### config.mk
export PLATFORM = sky130hd
export DESIGN_NAME = post_adder_acc
export DESIGN_NICKNAME = d
export VERILOG_FILES = /design/src/rtl/post_adder_acc.sv
export SDC_FILE = /design/constraint.sdc
export NUM_CORES = 1
export LEC_CHECK = 0
export CORE_MARGIN = 1.5
export CORE_UTILIZATION = 55
export CTS_BUF_LIST = sky130_fd_sc_hd__clkbuf_4 sky130_fd_sc_hd__clkbuf_8 sky130_fd_sc_hd__clkbuf_16
export DETAILED_ROUTE_END_ITERATION = 16
export PLACE_DENSITY_LB_ADDON = 0.15
export SYNTH_ARGS = -nofsm -noshare
export SYNTH_HDL_FRONTEND = slang
export SYNTH_SLANG_ARGS = --single-unit
### constraint.sdc
create_clock -name clk -period 8.6 [get_ports clk]
set_input_delay 2.58 -clock clk [delete_from_list [all_inputs] [get_ports clk]]
set_output_delay 2.58 -clock clk [all_outputs]
set_load 0.01 [all_outputs]
### src/rtl/post_adder_acc.sv
// 48-bit post-adder/accumulator: X/Z operand muxes, add/subtract with carry-in,
// internal P and carry-out registers with optional combinational output bypass.
module post_adder_acc #(
    parameter int    PREG        = 1,
    parameter int    CARRYOUTREG = 1,
    parameter int    OPMODEREG   = 1,
    parameter string CARRYINSEL  = "OPMODE5"
) (
    input  logic        clk,
    input  logic        rst,
    input  logic        CEP,
    input  logic        CEOPMODE,
    input  logic [7:0]  opmode,
    input  logic [35:0] M,
    input  logic [47:0] DAB,
    input  logic [47:0] C,
    input  logic [47:0] PCIN,
    input  logic        CARRYIN,
    output logic [47:0] P,
    output logic [47:0] PCOUT,
    output logic        CARRYOUT,
    output logic        CARRYOUTF
);

    typedef enum logic [1:0] {X_ZERO, X_M, X_P, X_DAB} x_sel_e;
    typedef enum logic [1:0] {Z_ZERO, Z_PCIN, Z_P, Z_C} z_sel_e;

    localparam bit USE_CARRYIN = (CARRYINSEL == "CARRYIN");

    logic [7:0]  opmode_q;
    logic [7:0]  op;
    logic [47:0] p_q;
    logic        co_q;
    logic [47:0] x_val;
    logic [47:0] z_val;
    logic        cin;
    logic [48:0] result;
    logic        unused_op_bits;

    // NOTE: every register below uses non-blocking assignments so all state
    // updates on an edge see the pre-edge values of each other.
    always_ff @(posedge clk) begin
        if (rst) begin
            opmode_q <= '0;
        end else if (CEOPMODE) begin
            opmode_q <= opmode;
        end
    end

    assign op             = (OPMODEREG != 0) ? opmode_q : opmode;
    assign cin            = USE_CARRYIN ? CARRYIN : op[5];
    assign unused_op_bits = &{1'b0, op[4], op[6]};

    // Feedback always taps p_q, never the combinational result, so PREG=0 has no loop.
    always_comb begin
        x_val = '0;
        case (x_sel_e'(op[1:0]))
            X_ZERO:  x_val = '0;
            X_M:     x_val = {12'b0, M};
            X_P:     x_val = p_q;
            X_DAB:   x_val = DAB;
            default: x_val = '0;
        endcase
    end

    always_comb begin
        z_val = '0;
        case (z_sel_e'(op[3:2]))
            Z_ZERO:  z_val = '0;
            Z_PCIN:  z_val = PCIN;
            Z_P:     z_val = p_q;
            Z_C:     z_val = C;
            default: z_val = '0;
        endcase
    end

    // Bit 48 is the carry on add and the borrow on subtract.
    always_comb begin
        if (op[7]) begin
            result = {1'b0, z_val} - {1'b0, x_val} - {48'b0, cin};
        end else begin
            result = {1'b0, z_val} + {1'b0, x_val} + {48'b0, cin};
        end
    end

    always_ff @(posedge clk) begin
        if (rst) begin
            p_q  <= '0;
            co_q <= 1'b0;
        end else if (CEP) begin
            p_q  <= result[47:0];
            co_q <= result[48];
        end
    end

    assign P         = (PREG != 0) ? p_q : result[47:0];
    assign PCOUT     = P;
    assign CARRYOUT  = (CARRYOUTREG != 0) ? co_q : result[48];
    assign CARRYOUTF = CARRYOUT;

endmodule

==> results_tabular.tex, run 1 <==
\begin{tabular}{lr}
\hline
Metric & Value \\
\hline
\multicolumn{2}{l}{\textbf{Run status}} \\
\quad Result of the run & finished clean \\
\multicolumn{2}{l}{\textbf{Global route}} \\
\quad Pin count of the biggest net entering global routing & 72 \\
\quad Initial antenna violation count & 0 \\
\quad Residual overflow from global routing & 0 \\
\quad Vias in the first global route & 10.9k \\
\quad Global-route wire length before repair & 57,100 microns \\
\quad Global-route usage over all layers & 34.8\% \\
\multicolumn{2}{l}{\textbf{Synthesis}} \\
\quad Flip-flop and latch count after synthesis & 55 \\
\quad Number of instances in the synthesized netlist & 1,463 \\
\quad EDFF count, synth & 0 \\
\quad Number of unique standard cell types used by synthesis & 70 \\
\quad Sequential cell area fraction in the yosys report & 10.1\% \\
\quad Net Count, Synth & 1,799 \\
\quad Mean instance size in the synthesized netlist & 7.44 sq um \\
\quad Share of async-settable or async-resettable flops after synthesis & 0\% \\
\quad Combined area of all synthesized cells & 10,900 sq um \\
\quad Commonest register cell after synthesis & sky130\_fd\_sc\_hd\_\_dfxtp\_1 \\
\quad Count of synthesis-stage warnings from yosys & 0 \\
\multicolumn{2}{l}{\textbf{Clock network}} \\
\quad Clock latency at the later pin of the worst-skew pair & 0.32 ns \\
\quad Post-CTS Setup Repair Bufs & 0 \\
\quad Root buffer cell & sky130\_fd\_sc\_hd\_\_clkbuf\_16 \\
\quad Sink Count & 55 \\
\quad Maximum number of buffers from clock root to sink & 2 \\
\quad CTS tree & built \\
\quad Clock-pin slew on the worst setup and hold paths & 0.08 ns \\
\quad Count of instances resized after the clock tree is built & 0 \\
\quad Total clock buffers created by CTS & 5 \\
\quad Quantity of hold-fixing buffers added after cts & 0 \\
\quad Deepest level of the CTS H-tree & 2 \\
\multicolumn{2}{l}{\textbf{Floorplan}} \\
\quad Core Region & 19,500 sq um \\
\quad Die area & 20,600 sq um \\
\quad Number of rows in the core area & 51 \\
\quad Number of top-level pins & 291 \\
\quad Die Wd & 144 microns \\
\quad Starting utilization of the core area & 55.9\% \\
\quad Die Span Y & 144 microns \\
\multicolumn{2}{l}{\textbf{Finish}} \\
\quad Commonest cells after routing, fill and taps aside & sky130\_fd\_sc\_hd\_\_clkdlybuf4s50\_1, sky130\_fd\_sc\_hd\_\_inv\_1, sky130\_fd\_sc\_hd\_\_ha\_1 \\
\quad Most common library cell in the layout ignoring fill and taps & sky130\_fd\_sc\_hd\_\_clkdlybuf4s50\_1 \\
\quad Post-Route Utilization & 70.4\% \\
\quad Layout Nets & 1,985 \\
\quad Number of antenna repair diodes & 0 \\
\quad Fraction of final layout cells sized beyond drive strength 1 & 8.06\% \\
\quad Area of all placed cells without fillers & 13,700 sq um \\
\quad Layout overhead on the synthesized area & 25.9\% \\
\multicolumn{2}{l}{\textbf{Route}} \\
\quad Via/cell ratio & 6.06 \\
\quad DRT antenna net count & 0 \\
\quad Average wire per cell in the routed design & 19.4 microns \\
\quad Total length of routed wires & 37,100 microns \\
\quad Count of TritonRoute iterations in the first routing pass & 5 \\
\quad Final routed DRC violation total & 0 \\
\quad Detailed-route via count & 11.6k \\
\quad Starting DRC count in detailed routing & 863 \\
\multicolumn{2}{l}{\textbf{STA}} \\
\quad Post-route fraction of the period consumed by the critical path & 78.7\% \\
\quad Worst slew slack as a fraction of its limit & 44.2\% \\
\quad Finish-stage setup viols & 0 \\
\quad Final critical path time including I/O delays and setup & 6.77 ns \\
\quad Setup repair after global routing missed its margin & false \\
\quad Fin. max-slew vios & 0 \\
\quad Slew of the pin with the lowest slew margin & 0.835 ns \\
\quad Final hold vios & 0 \\
\quad Worst clock skew & 0.0135 ns \\
\quad Highest Clock Rate & 0.148 GHz \\
\quad Setup TNS & 0 ns \\
\multicolumn{2}{l}{\textbf{Job}} \\
\quad Maxcap violations & 0 \\
\multicolumn{2}{l}{\textbf{Power and ir drop}} \\
\quad Lkg Pwr & 0.00586 uW \\
\quad Power density of the placed cells & 121 nW/um\^{}2 \\
\quad Max VDD drop & 0.0904 mV \\
\multicolumn{2}{l}{\textbf{Setup path}} \\
\quad CP Launch Type & input pin \\
\quad Nature of the critical path endpoint & register \\
\quad Crit Path Category & input pin to register \\
\quad Critical path data required time & 8.80 ns \\
\quad Crit-path max FO & 7 \\
\quad Arrival time worst endpoint & 6.97 ns \\
\quad Register-to-Register Path Depth & 16 \\
\multicolumn{2}{l}{\textbf{Worst hold path}} \\
\quad Hold path cells & 2 \\
\quad Worst min path class & register to register \\
\multicolumn{2}{l}{\textbf{Placement}} \\
\quad Routability congestion estimate & 0.938 \\
\quad Instance area at placement & 13,500 sq um \\
\quad Half-perimeter wire length of the detailed placement result & 28,200 microns \\
\quad Number of port buffers & 287 \\
\hline
\end{tabular}
## critical path: stages
cell                              delay (ns)
sky130_fd_sc_hd__clkdlybuf4s50_1        0.40
sky130_fd_sc_hd__mux2_2                 0.26
sky130_fd_sc_hd__a22o_1                 0.21
sky130_fd_sc_hd__ha_1                   0.44
sky130_fd_sc_hd__inv_1                  0.12
sky130_fd_sc_hd__ha_1                   0.37
sky130_fd_sc_hd__and3_1                 0.25
sky130_fd_sc_hd__and2_1                 0.16
sky130_fd_sc_hd__a221oi_1               0.42
sky130_fd_sc_hd__o211ai_1               0.22
sky130_fd_sc_hd__nand3_1                0.14
sky130_fd_sc_hd__nand3_1                0.18
sky130_fd_sc_hd__a21oi_1                0.42
sky130_fd_sc_hd__o211ai_1               0.21
sky130_fd_sc_hd__xor2_1                 0.18
sky130_fd_sc_hd__a2111oi_2              0.40
## power by group
| part | switching (uW) | internal (uW) | leakage (uW) |
|---|---|---|---|
| Clock | 116 | 128 | 0.0000806 |
| Combinational | 598 | 509 | 0.00532 |
| Sequential | 36.2 | 277 | 0.000455 |
## synth_stat cells (5+ instances only)
master / number / area, sq um
sky130_fd_sc_hd__nand4_1: 15 / 93.8
sky130_fd_sc_hd__a21o_1: 41 / 308
sky130_fd_sc_hd__ha_1: 139 / 1740
sky130_fd_sc_hd__dfxtp_1: 55 / 1100
sky130_fd_sc_hd__nor2b_1: 35 / 219
sky130_fd_sc_hd__o21a_1: 10 / 75.1
sky130_fd_sc_hd__buf_4: 49 / 368
sky130_fd_sc_hd__nand2b_1: 11 / 68.8
sky130_fd_sc_hd__mux2_2: 84 / 946
sky130_fd_sc_hd__nor2_1: 121 / 454
sky130_fd_sc_hd__clkbuf_1: 57 / 214
sky130_fd_sc_hd__nand3_1: 21 / 105
sky130_fd_sc_hd__buf_1: 12 / 45.0
sky130_fd_sc_hd__and3_1: 5 / 31.3
sky130_fd_sc_hd__nor3_1: 29 / 145
sky130_fd_sc_hd__a22o_1: 59 / 517
sky130_fd_sc_hd__a211oi_1: 32 / 240
sky130_fd_sc_hd__o21ai_0: 63 / 315
sky130_fd_sc_hd__a31oi_1: 16 / 100
sky130_fd_sc_hd__a21oi_1: 115 / 576
sky130_fd_sc_hd__a22oi_1: 27 / 203
sky130_fd_sc_hd__and2_1: 6 / 37.5
sky130_fd_sc_hd__a2111oi_2: 7 / 105
sky130_fd_sc_hd__o31ai_1: 7 / 52.6
sky130_fd_sc_hd__and4_1: 6 / 52.6
sky130_fd_sc_hd__o211ai_1: 11 / 82.6
sky130_fd_sc_hd__xnor2_1: 57 / 499
sky130_fd_sc_hd__xor2_1: 27 / 236
sky130_fd_sc_hd__o21bai_1: 19 / 143
sky130_fd_sc_hd__nand2_1: 80 / 300
sky130_fd_sc_hd__mux2i_1: 26 / 260
sky130_fd_sc_hd__inv_1: 144 / 541
## metrics by stage
step | setup slack [ns] | power (uW) | std cells | hold WS (ns)
finish | 1.83 | 1660 | 1915 | 0.522
CTS | 1.94 | 1650 | 1915 | 0.526
global route | 1.61 | 1770 | 1915 | 0.575
detailed placement | 1.61 | 1400 | 1907 | 0.512
global placement | 1.76 | 1390 | 1907 | 0.511
floorplan | 2.70 | 1060 | 1463 | 0.525
## registers in the layout, summed over array words and instances (netlist names)
name      flops
P            48
op            6
CARRYOUT      1
## cells by family after synthesis
group,Yosys count,share of synthesized area (%)
muxes,110,11.1
DFF,55,10.1
AOI/OAI and AO/OA,458,29.3
buffers and inverters,264,10.8
xor gates and xnor gates,84,6.76
adders and majority gates,143,16.7
and+or+nand+nor,349,15.2
## path summary, 6_finish.rpt
| path | startpoint | end | slack (ns) |
|---|---|---|---|
| worst max-delay path | DAB[13] | CARRYOUT$_SDFFE_PP0P_ | 1.83 |
| worst min-delay path | P[3]$_SDFFE_PP0P_ | P[3]$_SDFFE_PP0P_ | 0.52 |
| worst max register to register | op[3]$_SDFFE_PP0P_ | CARRYOUT$_SDFFE_PP0P_ | 2.68 |
| worst min register to register | P[3]$_SDFFE_PP0P_ | P[3]$_SDFFE_PP0P_ | 0.52 |
## per-layer routing
metal  global-route usage (%)  vias up  part of all wire [%]
met5                        0        -                     0
met4                     8.86        0                   2.0
met3                     5.60       64                   8.4
met2                     60.2      525                    46
met1                     44.9     5436                    44
li1                         -     5582                     -
## cell type report
type	count	area (sq um)
Fill cell	1709	5760
Sequential cell	55	1110
Timing Repair Buffer	298	2950
Tap cell	265	332
Inverter	145	544
Clock buffer	8	160
Multi-Input combinational cell	1144	8620
Power figures use the tool's default switching activity.
==> run 2, diff against run 1 <==
Settings changed: CORE_UTILIZATION 55 to 51.
Clock period 8.6 ns to 6.3 ns, I/O delays scaled along.
==> results_tabular.tex, run 2 (synthesized netlist as in run 1, its figures left out) <==
\begin{tabular}{lr}
\hline
Metric & Value \\
\hline
\multicolumn{2}{l}{\textbf{Run status}} \\
\quad Result of the run & finished clean (unchanged) \\
\multicolumn{2}{l}{\textbf{Global route}} \\
\quad GRT Max-Usage Layer & met2 (unchanged) \\
\quad Global-route wire length before repair & 57,400 microns (was 57,100 microns) \\
\quad Met3 Usage GRT & 3.73\% (was 5.60\%) \\
\quad Pin count of the biggest net entering global routing & 71 (was 72) \\
\quad Global-route met2 utilization & 53.6\% (was 60.2\%) \\
\quad Initial antenna violation count & 0 (unchanged) \\
\quad Met1 Resource Use GR & 43.8\% (was 44.9\%) \\
\quad Global-route usage over all layers & 32.0\% (was 34.8\%) \\
\quad Residual overflow from global routing & 0 (unchanged) \\
\quad Vias in the first global route & 11.1k (was 10.9k) \\
\multicolumn{2}{l}{\textbf{Power and ir drop}} \\
\quad Proportion of total power due to net switching & 45.5\% (was 45.1\%) \\
\quad Power density of the placed cells & 165 nW/um\^{}2 (was 121 nW/um\^{}2) \\
\quad Combinational Power Share & 66.7\% (was 66.5\%) \\
\quad Lkg Pwr & 0.00592 uW (was 0.00586 uW) \\
\quad Max VDD drop & 0.138 mV (was 0.0904 mV) \\
\quad Power spent charging and discharging nets & 1030 uW (was 750 uW) \\
\quad Proportion of power drawn by the clock network & 14.3\% (was 14.7\%) \\
\quad Pwr Total & 2270 uW (was 1660 uW) \\
\quad Power Internal & 1240 uW (was 915 uW) \\
\quad Share of total power in sequential cells & 19.0\% (was 18.8\%) \\
\multicolumn{2}{l}{\textbf{Finish}} \\
\quad Fraction of final layout cells sized beyond drive strength 1 & 8.83\% (was 8.06\%) \\
\quad Most common library cell in the layout ignoring fill and taps & sky130\_fd\_sc\_hd\_\_clkdlybuf4s50\_1 (unchanged) \\
\quad Layout overhead on the synthesized area & 26.9\% (was 25.9\%) \\
\quad Total area of sequential cells & 1110 sq um (unchanged) \\
\quad Fillers & 1,909 (was 1,709) \\
\quad Area of the multi-input gates & 8620 sq um (unchanged) \\
\quad Area of all placed cells without fillers & 13,800 sq um (was 13,700 sq um) \\
\quad Number of antenna repair diodes & 0 (unchanged) \\
\quad Commonest cells after routing, fill and taps aside & sky130\_fd\_sc\_hd\_\_clkdlybuf4s50\_1, sky130\_fd\_sc\_hd\_\_inv\_1, sky130\_fd\_sc\_hd\_\_ha\_1 (unchanged) \\
\quad Layout Nets & 1,999 (was 1,985) \\
\quad Max reg flops & 48 (unchanged) \\
\multicolumn{2}{l}{\textbf{Floorplan}} \\
\quad Core Region & 21,000 sq um (was 19,500 sq um) \\
\quad Number of rows in the core area & 53 (was 51) \\
\quad Die Span Y & 149 microns (was 144 microns) \\
\quad Starting utilization of the core area & 51.9\% (was 55.9\%) \\
\quad Number of top-level pins & 291 (unchanged) \\
\quad Die Wd & 149 microns (was 144 microns) \\
\quad Die area & 22,200 sq um (was 20,600 sq um) \\
\multicolumn{2}{l}{\textbf{Setup path}} \\
\quad Startpoint of the most critical setup path & DAB[12] (was DAB[13]) \\
\quad Crit-path max cell delay & 0.46 ns (was 0.44 ns) \\
\quad Crit Path Category & input pin to register (unchanged) \\
\quad Crit Reg-Reg Endpoint & CARRYOUT\$\_SDFFE\_PP0P\_ (unchanged) \\
\quad Worst R2R Start & op[1]\$\_SDFFE\_PP0P\_ (was op[3]\$\_SDFFE\_PP0P\_) \\
\quad Critical path data required time & 6.52 ns (was 8.80 ns) \\
\quad Crit-path max FO & 6 (was 7) \\
\quad CP max stage cell & sky130\_fd\_sc\_hd\_\_a221oi\_1 (was sky130\_fd\_sc\_hd\_\_ha\_1) \\
\quad Nature of the critical path endpoint & register (unchanged) \\
\quad CP Launch Type & input pin (unchanged) \\
\quad Worst path top cell family by delay & compound AO/OA/AOI/OAI gates (unchanged) \\
\quad Crit path buf inv count & 2 (unchanged) \\
\quad Worst R2R Setup Slack & 1.44 ns (was 2.68 ns) \\
\quad Arrival time worst endpoint & 5.97 ns (was 6.97 ns) \\
\quad Crit path cell chain & clkdlybuf4s50\_1 -> mux2\_2 -> a22o\_1 -> ha\_1 -> inv\_1 -> ha\_1 -> and3\_1 -> and2\_1 -> a221oi\_1 -> o211ai\_1 -> nand3\_1 -> nand3\_1 -> a21oi\_1 -> o211ai\_1 -> xor2\_1 -> a2111oi\_2 (unchanged) \\
\quad Register-to-Register Path Depth & 16 (unchanged) \\
\multicolumn{2}{l}{\textbf{Route}} \\
\quad Count of TritonRoute iterations in the first routing pass & 5 (unchanged) \\
\quad Via/cell ratio & 5.96 (was 6.06) \\
\quad DRT antenna net count & 0 (unchanged) \\
\quad Final routed DRC violation total & 0 (unchanged) \\
\quad Total length of routed wires & 36,400 microns (was 37,100 microns) \\
\quad Average wire per cell in the routed design & 18.7 microns (was 19.4 microns) \\
\quad Detailed-route via count & 11.6k (about the same) \\
\quad Starting DRC count in detailed routing & 758 (was 863) \\
\multicolumn{2}{l}{\textbf{Placement}} \\
\quad Number of port buffers & 287 (unchanged) \\
\quad Instance area at placement & 13,700 sq um (was 13,500 sq um) \\
\quad Routability congestion estimate & 0.970 (was 0.938) \\
\quad Half-perimeter wire length of the detailed placement result & 28,100 microns (was 28,200 microns) \\
\multicolumn{2}{l}{\textbf{Job}} \\
\quad Maxcap violations & 0 (unchanged) \\
\multicolumn{2}{l}{\textbf{STA}} \\
\quad Setup TNS & 0 ns (unchanged) \\
\quad Worst clock skew & 0.0144 ns (was 0.0135 ns) \\
\quad Post-route worst hold slack & 0.532 ns (was 0.522 ns) \\
\quad Worst slew slack as a fraction of its limit & 41.1\% (was 44.2\%) \\
\quad Finish-stage setup viols & 0 (unchanged) \\
\quad Slew of the pin with the lowest slew margin & 0.884 ns (was 0.835 ns) \\
\quad Setup repair after global routing missed its margin & false (unchanged) \\
\quad Highest Clock Rate & 0.174 GHz \\
\quad Final hold vios & 0 (unchanged) \\
\quad Post-route fraction of the period consumed by the critical path & 91.3\% \\
\quad Fin. max-slew vios & 0 (unchanged) \\
\quad Final critical path time including I/O delays and setup & 5.75 ns \\
\multicolumn{2}{l}{\textbf{Worst hold path}} \\
\quad Sink of the worst hold path & P[20]\$\_SDFFE\_PP0P\_ (was P[3]\$\_SDFFE\_PP0P\_) \\
\quad Hold path cells & 2 (unchanged) \\
\quad Worst min path class & register to register (unchanged) \\
\quad Min-Delay Startpoint & P[20]\$\_SDFFE\_PP0P\_ (was P[3]\$\_SDFFE\_PP0P\_) \\
\multicolumn{2}{l}{\textbf{Clock network}} \\
\quad Post-CTS Setup Repair Bufs & 0 (unchanged) \\
\quad Maximum number of buffers from clock root to sink & 2 (unchanged) \\
\quad Clock latency at the later pin of the worst-skew pair & 0.33 ns (was 0.32 ns) \\
\quad Count of instances resized after the clock tree is built & 0 (unchanged) \\
\quad Deepest level of the CTS H-tree & 2 (unchanged) \\
\quad Root buffer cell & sky130\_fd\_sc\_hd\_\_clkbuf\_16 (unchanged) \\
\quad Total clock buffers created by CTS & 5 (unchanged) \\
\quad Quantity of hold-fixing buffers added after cts & 0 (unchanged) \\
\quad Clock-pin slew on the worst setup and hold paths & 0.10 ns (was 0.08 ns) \\
\quad CTS tree & built (unchanged) \\
\quad Sink Count & 55 (unchanged) \\
\hline
\end{tabular}
==> run 2: changes by cell type in the layout (fill, tap and decap cells not counted), sizes merged <==
cell and change:
buf +14, inv +2, clkbuf -3, clkinvlp +1
==> run 2: stage by stage <==
stage | util [%] | worst slack [ns] | instances
2_1_floorplan | - | 1.09 | 1463
3_3_place_gp | 65.2 | 0.297 | 1931
3_5_place_dp | 65.2 | 0.274 | 1931
4_1_cts | 65.9 | 0.579 | 1939
5_1_grt | 65.9 | 0.204 | 1939
6_report | 65.9 | 0.550 | 1939
==> run 2: area by class of cell <==
class | count | area share, %
Inverter | 145 | 3.94
Sequential cell | 55 | 8.02
Multi-Input combinational cell | 1144 | 62.4
Tap cell | 275 | 2.49
Clock buffer | 5 | 0.906
Timing Repair Buffer | 312 | 22.1
Clock inverter | 3 | 0.181
==> run 2: metal layers <==
metal | up-vias | routed length [microns]
li1 | 5605 | -
met1 | 5406 | 16500
met2 | 492 | 16600
met3 | 57 | 2660
met4 | 0 | 608
met5 | - | 0
==> run 2: worst max path at each step <==
stage,slack (ns),depth (start not counted),end
finish,0.55,16,CARRYOUT$_SDFFE_PP0P_
global route,0.20,16,CARRYOUT$_SDFFE_PP0P_
CTS,0.58,16,CARRYOUT$_SDFFE_PP0P_
detailed placement,0.27,16,CARRYOUT$_SDFFE_PP0P_
global placement,0.30,17,CARRYOUT$_SDFFE_PP0P_
floorplan,1.09,15,CARRYOUT$_SDFFE_PP0P_
==> run 2: worst register-to-register path: stages (launching register included) <==
cell	delay (ns)
sky130_fd_sc_hd__dfxtp_2	0.66
sky130_fd_sc_hd__nor2b_2	0.52
sky130_fd_sc_hd__buf_4	0.31
sky130_fd_sc_hd__a22o_1	0.20
sky130_fd_sc_hd__ha_1	0.27
sky130_fd_sc_hd__inv_1	0.12
sky130_fd_sc_hd__ha_1	0.31
sky130_fd_sc_hd__and3_1	0.24
sky130_fd_sc_hd__and2_1	0.16
sky130_fd_sc_hd__a221oi_1	0.46
sky130_fd_sc_hd__o211ai_1	0.21
sky130_fd_sc_hd__nand3_1	0.14
sky130_fd_sc_hd__nand3_1	0.13
sky130_fd_sc_hd__a21oi_1	0.31
sky130_fd_sc_hd__o211ai_1	0.19
sky130_fd_sc_hd__xor2_1	0.18
sky130_fd_sc_hd__a2111oi_2	0.35
==> run 2: power groups by stage <==
stage	sequential, uW	combinational (uW)	clock (uW)
detailed placement	439	1480	0
CTS	431	1500	326
global placement	438	1470	0
global route	437	1650	341
floorplan	429	1020	0
finish	432	1520	326
==> RTL change, RTL diff (config.mk and constraints of run 2) <==
Register the input `opmode` before use, without a reset. The logic sees it one clock later. The other inputs are not delayed to match.
--- a/src/rtl/post_adder_acc.sv
+++ b/src/rtl/post_adder_acc.sv
@@ -27,6 +27,12 @@
 
     localparam bit USE_CARRYIN = (CARRYINSEL == "CARRYIN");
 
+    logic [7:0] opmode_r;
+
+    always_ff @(posedge clk) begin
+        opmode_r <= opmode;
+    end
+
     logic [7:0]  opmode_q;
     logic [7:0]  op;
     logic [47:0] p_q;
@@ -43,11 +49,11 @@
         if (rst) begin
             opmode_q <= '0;
         end else if (CEOPMODE) begin
-            opmode_q <= opmode;
+            opmode_q <= opmode_r;
         end
     end
 
-    assign op             = (OPMODEREG != 0) ? opmode_q : opmode;
+    assign op             = (OPMODEREG != 0) ? opmode_q : opmode_r;
     assign cin            = USE_CARRYIN ? CARRYIN : op[5];
     assign unused_op_bits = &{1'b0, op[4], op[6]};
 
Check against the original RTL: not equivalent (Yosys sat finds a counterexample within 4 cycles, from zero or initial values and one cycle with rst high).
==> RTL change against run 2 <==
- die area grew 4.8%
- area after synthesis grew 4.9%
- sequential cell count grew 6
- routed wire length grew 18%
- utilization grew 0.49 points
- worst setup slack gained 0.085 ns
- via count grew 8.9%
- final area grew 5.2%
- power grew 14%
- critical path depth is the same
- critical path type unchanged
- largest power group unchanged
- highest routed layer unchanged
==> RTL change: results (changes against run 2) <==
======================================================================================
Vias per std cell                                                                 6.20   was 5.96
Number of H-tree levels                                                              3   was 2
Root Buffer Master                                                        sky130_fd_sc_hd__clkbuf_16   unchanged
Met1 wire length                                                              18300 um   was 16500 um
Wire length of the first global-routing pass                                  66700 um   was 57400 um
Origin of the worst min-delay path                                        opmode_r[1]$_DFF_P_   was P[20]$_SDFFE_PP0P_
CTS Buf Count                                                                        9   was 5
All-Layer GR Usage                                                               0.357   was 0.320
Stage delay of the slowest cell on the critical path                           0.43 ns   was 0.46 ns
Critical Path Start                                                               M[0]   was DAB[12]
Amount of wire on met2 after detailed routing                                 20000 um   was 16600 um
Met2 usage                                                                       0.605   was 0.536
Worst Max-Slew Pin Slew                                                       0.942 ns   was 0.884 ns
Leading post-synthesis cells by instance count                            sky130_fd_sc_hd__inv_1, sky130_fd_sc_hd__ha_1, sky130_fd_sc_hd__a21oi_1, sky130_fd_sc_hd__nor2_1, sky130_fd_sc_hd__nand2_1   was sky130_fd_sc_hd__inv_1, sky130_fd_sc_hd__ha_1, sky130_fd_sc_hd__nor2_1, sky130_fd_sc_hd__a21oi_1, sky130_fd_sc_hd__mux2_2
Data arrival, critical path                                                    5.92 ns   was 5.97 ns
Area of placed instances                                                     14200 um2   was 13700 um2
Clk sinks                                                                           61   was 55
PortBufs                                                                           287   unchanged
Post-synthesis area per instance                                              7.43 um2   was 7.44 um2
Weighted congestion reported at the end of routability-driven placement          0.955   was 0.970
Number of unique standard cell types used by synthesis                              78   was 70
Number of cells on the worst reg-to-reg path                                        13   was 16
First-iteration detailed-routing DRC count                                         993   was 758
Fin Clk Skew                                                                 0.0157 ns   was 0.0144 ns
Placed Cells incl. Taps                                                           2014   was 1931
Net Count, Synth                                                                  1874   was 1799
Share of Yosys cell area claimed by the top area cell type                       0.152   was 0.160
Final-stage net count                                                             2081   was 1999
Share of the clock period used by the worst path                                 0.899   was 0.913
Worst slack after detailed placement                                          0.353 ns   was 0.274 ns
GR met3 Demand/Resource                                                         0.0526   was 0.0373
LEAKAGE                                                                     0.00626 uW   was 0.00592 uW
Result of the run                                                         finished clean   unchanged
HPWL after DPL                                                                33400 um   was 28100 um
Maximum fanout count along the critical path                                         5   was 6
End of the worst register-to-register path                                P[46]$_SDFFE_PP0P_   was CARRYOUT$_SDFFE_PP0P_
Clock latency reported for the late side of the worst-skew pair                0.35 ns   was 0.33 ns
Global Route met1 Usage                                                          0.463   was 0.438
Reg2reg start                                                             op[0]$_SDFFE_PP0P_   was op[1]$_SDFFE_PP0P_
Flops & latches, synth                                                              61   was 55
Top cells by area in the synthesized netlist                              sky130_fd_sc_hd__ha_1, sky130_fd_sc_hd__dfxtp_1, sky130_fd_sc_hd__mux2_2   unchanged
Termination of the worst setup path                                       P[35]$_SDFFE_PP0P_   was CARRYOUT$_SDFFE_PP0P_
WL met3                                                                        3530 um   was 2660 um
Number of global-route vias before repair                                        12100   was 11100
Sequential cell area fraction in the yosys report                                0.107   was 0.101
======================================================================================
-- RTL change: cell types whose count changed after synthesis, moves of 7 or more --
cell / change
sky130_fd_sc_hd__a21oi_1: +16
sky130_fd_sc_hd__a211oi_1: -7
sky130_fd_sc_hd__nand3_1: +7
sky130_fd_sc_hd__o211ai_1: +9
sky130_fd_sc_hd__nand2_1: +12
sky130_fd_sc_hd__and3_1: +10
sky130_fd_sc_hd__nor2_1: -10
sky130_fd_sc_hd__or3_1: +8
sky130_fd_sc_hd__xor2_1: -9
-- RTL change: cell families after synthesis --
| kind of cell | count (synthesis) | synth area share |
|---|---|---|
| compound gates | 495 | 0.299 |
| simple gates | 383 | 0.164 |
| buf+inv | 269 | 0.106 |
| fa+ha+maj | 143 | 0.159 |
| mux | 110 | 0.106 |
| xor+xnor | 77 | 0.0590 |
| flops | 61 | 0.107 |
-- RTL change: final cells by class --
type	instances	area, um2	share of cell area
multi-input combinational	1208	9000	0.619
inverter	146	548	0.0377
timing repair buffer	319	3100	0.213
clock inverter	5	60.1	0.00413
sequential	61	1230	0.0843
tap	280	350	0.0241
clock buffer	11	246	0.0170
-- RTL change: worst min path at each step --
| stage | to | slack [ns] | depth (start not counted) |
|---|---|---|---|
| detailed placement | op[1]$_SDFFE_PP0P_ | 0.46 | 2 |
| floorplan | op[0]$_SDFFE_PP0P_ | 0.44 | 2 |
| global placement | op[1]$_SDFFE_PP0P_ | 0.45 | 2 |
| CTS | op[1]$_SDFFE_PP0P_ | 0.48 | 2 |
| global route | op[1]$_SDFFE_PP0P_ | 0.51 | 2 |
| finish | op[1]$_SDFFE_PP0P_ | 0.48 | 2 |
-- RTL change: power by group --
part,internal [uW],leakage [uW],switching [uW]
clock network,323,0.000149,216
registers,419,0.000505,54.1
logic,725,0.00561,864
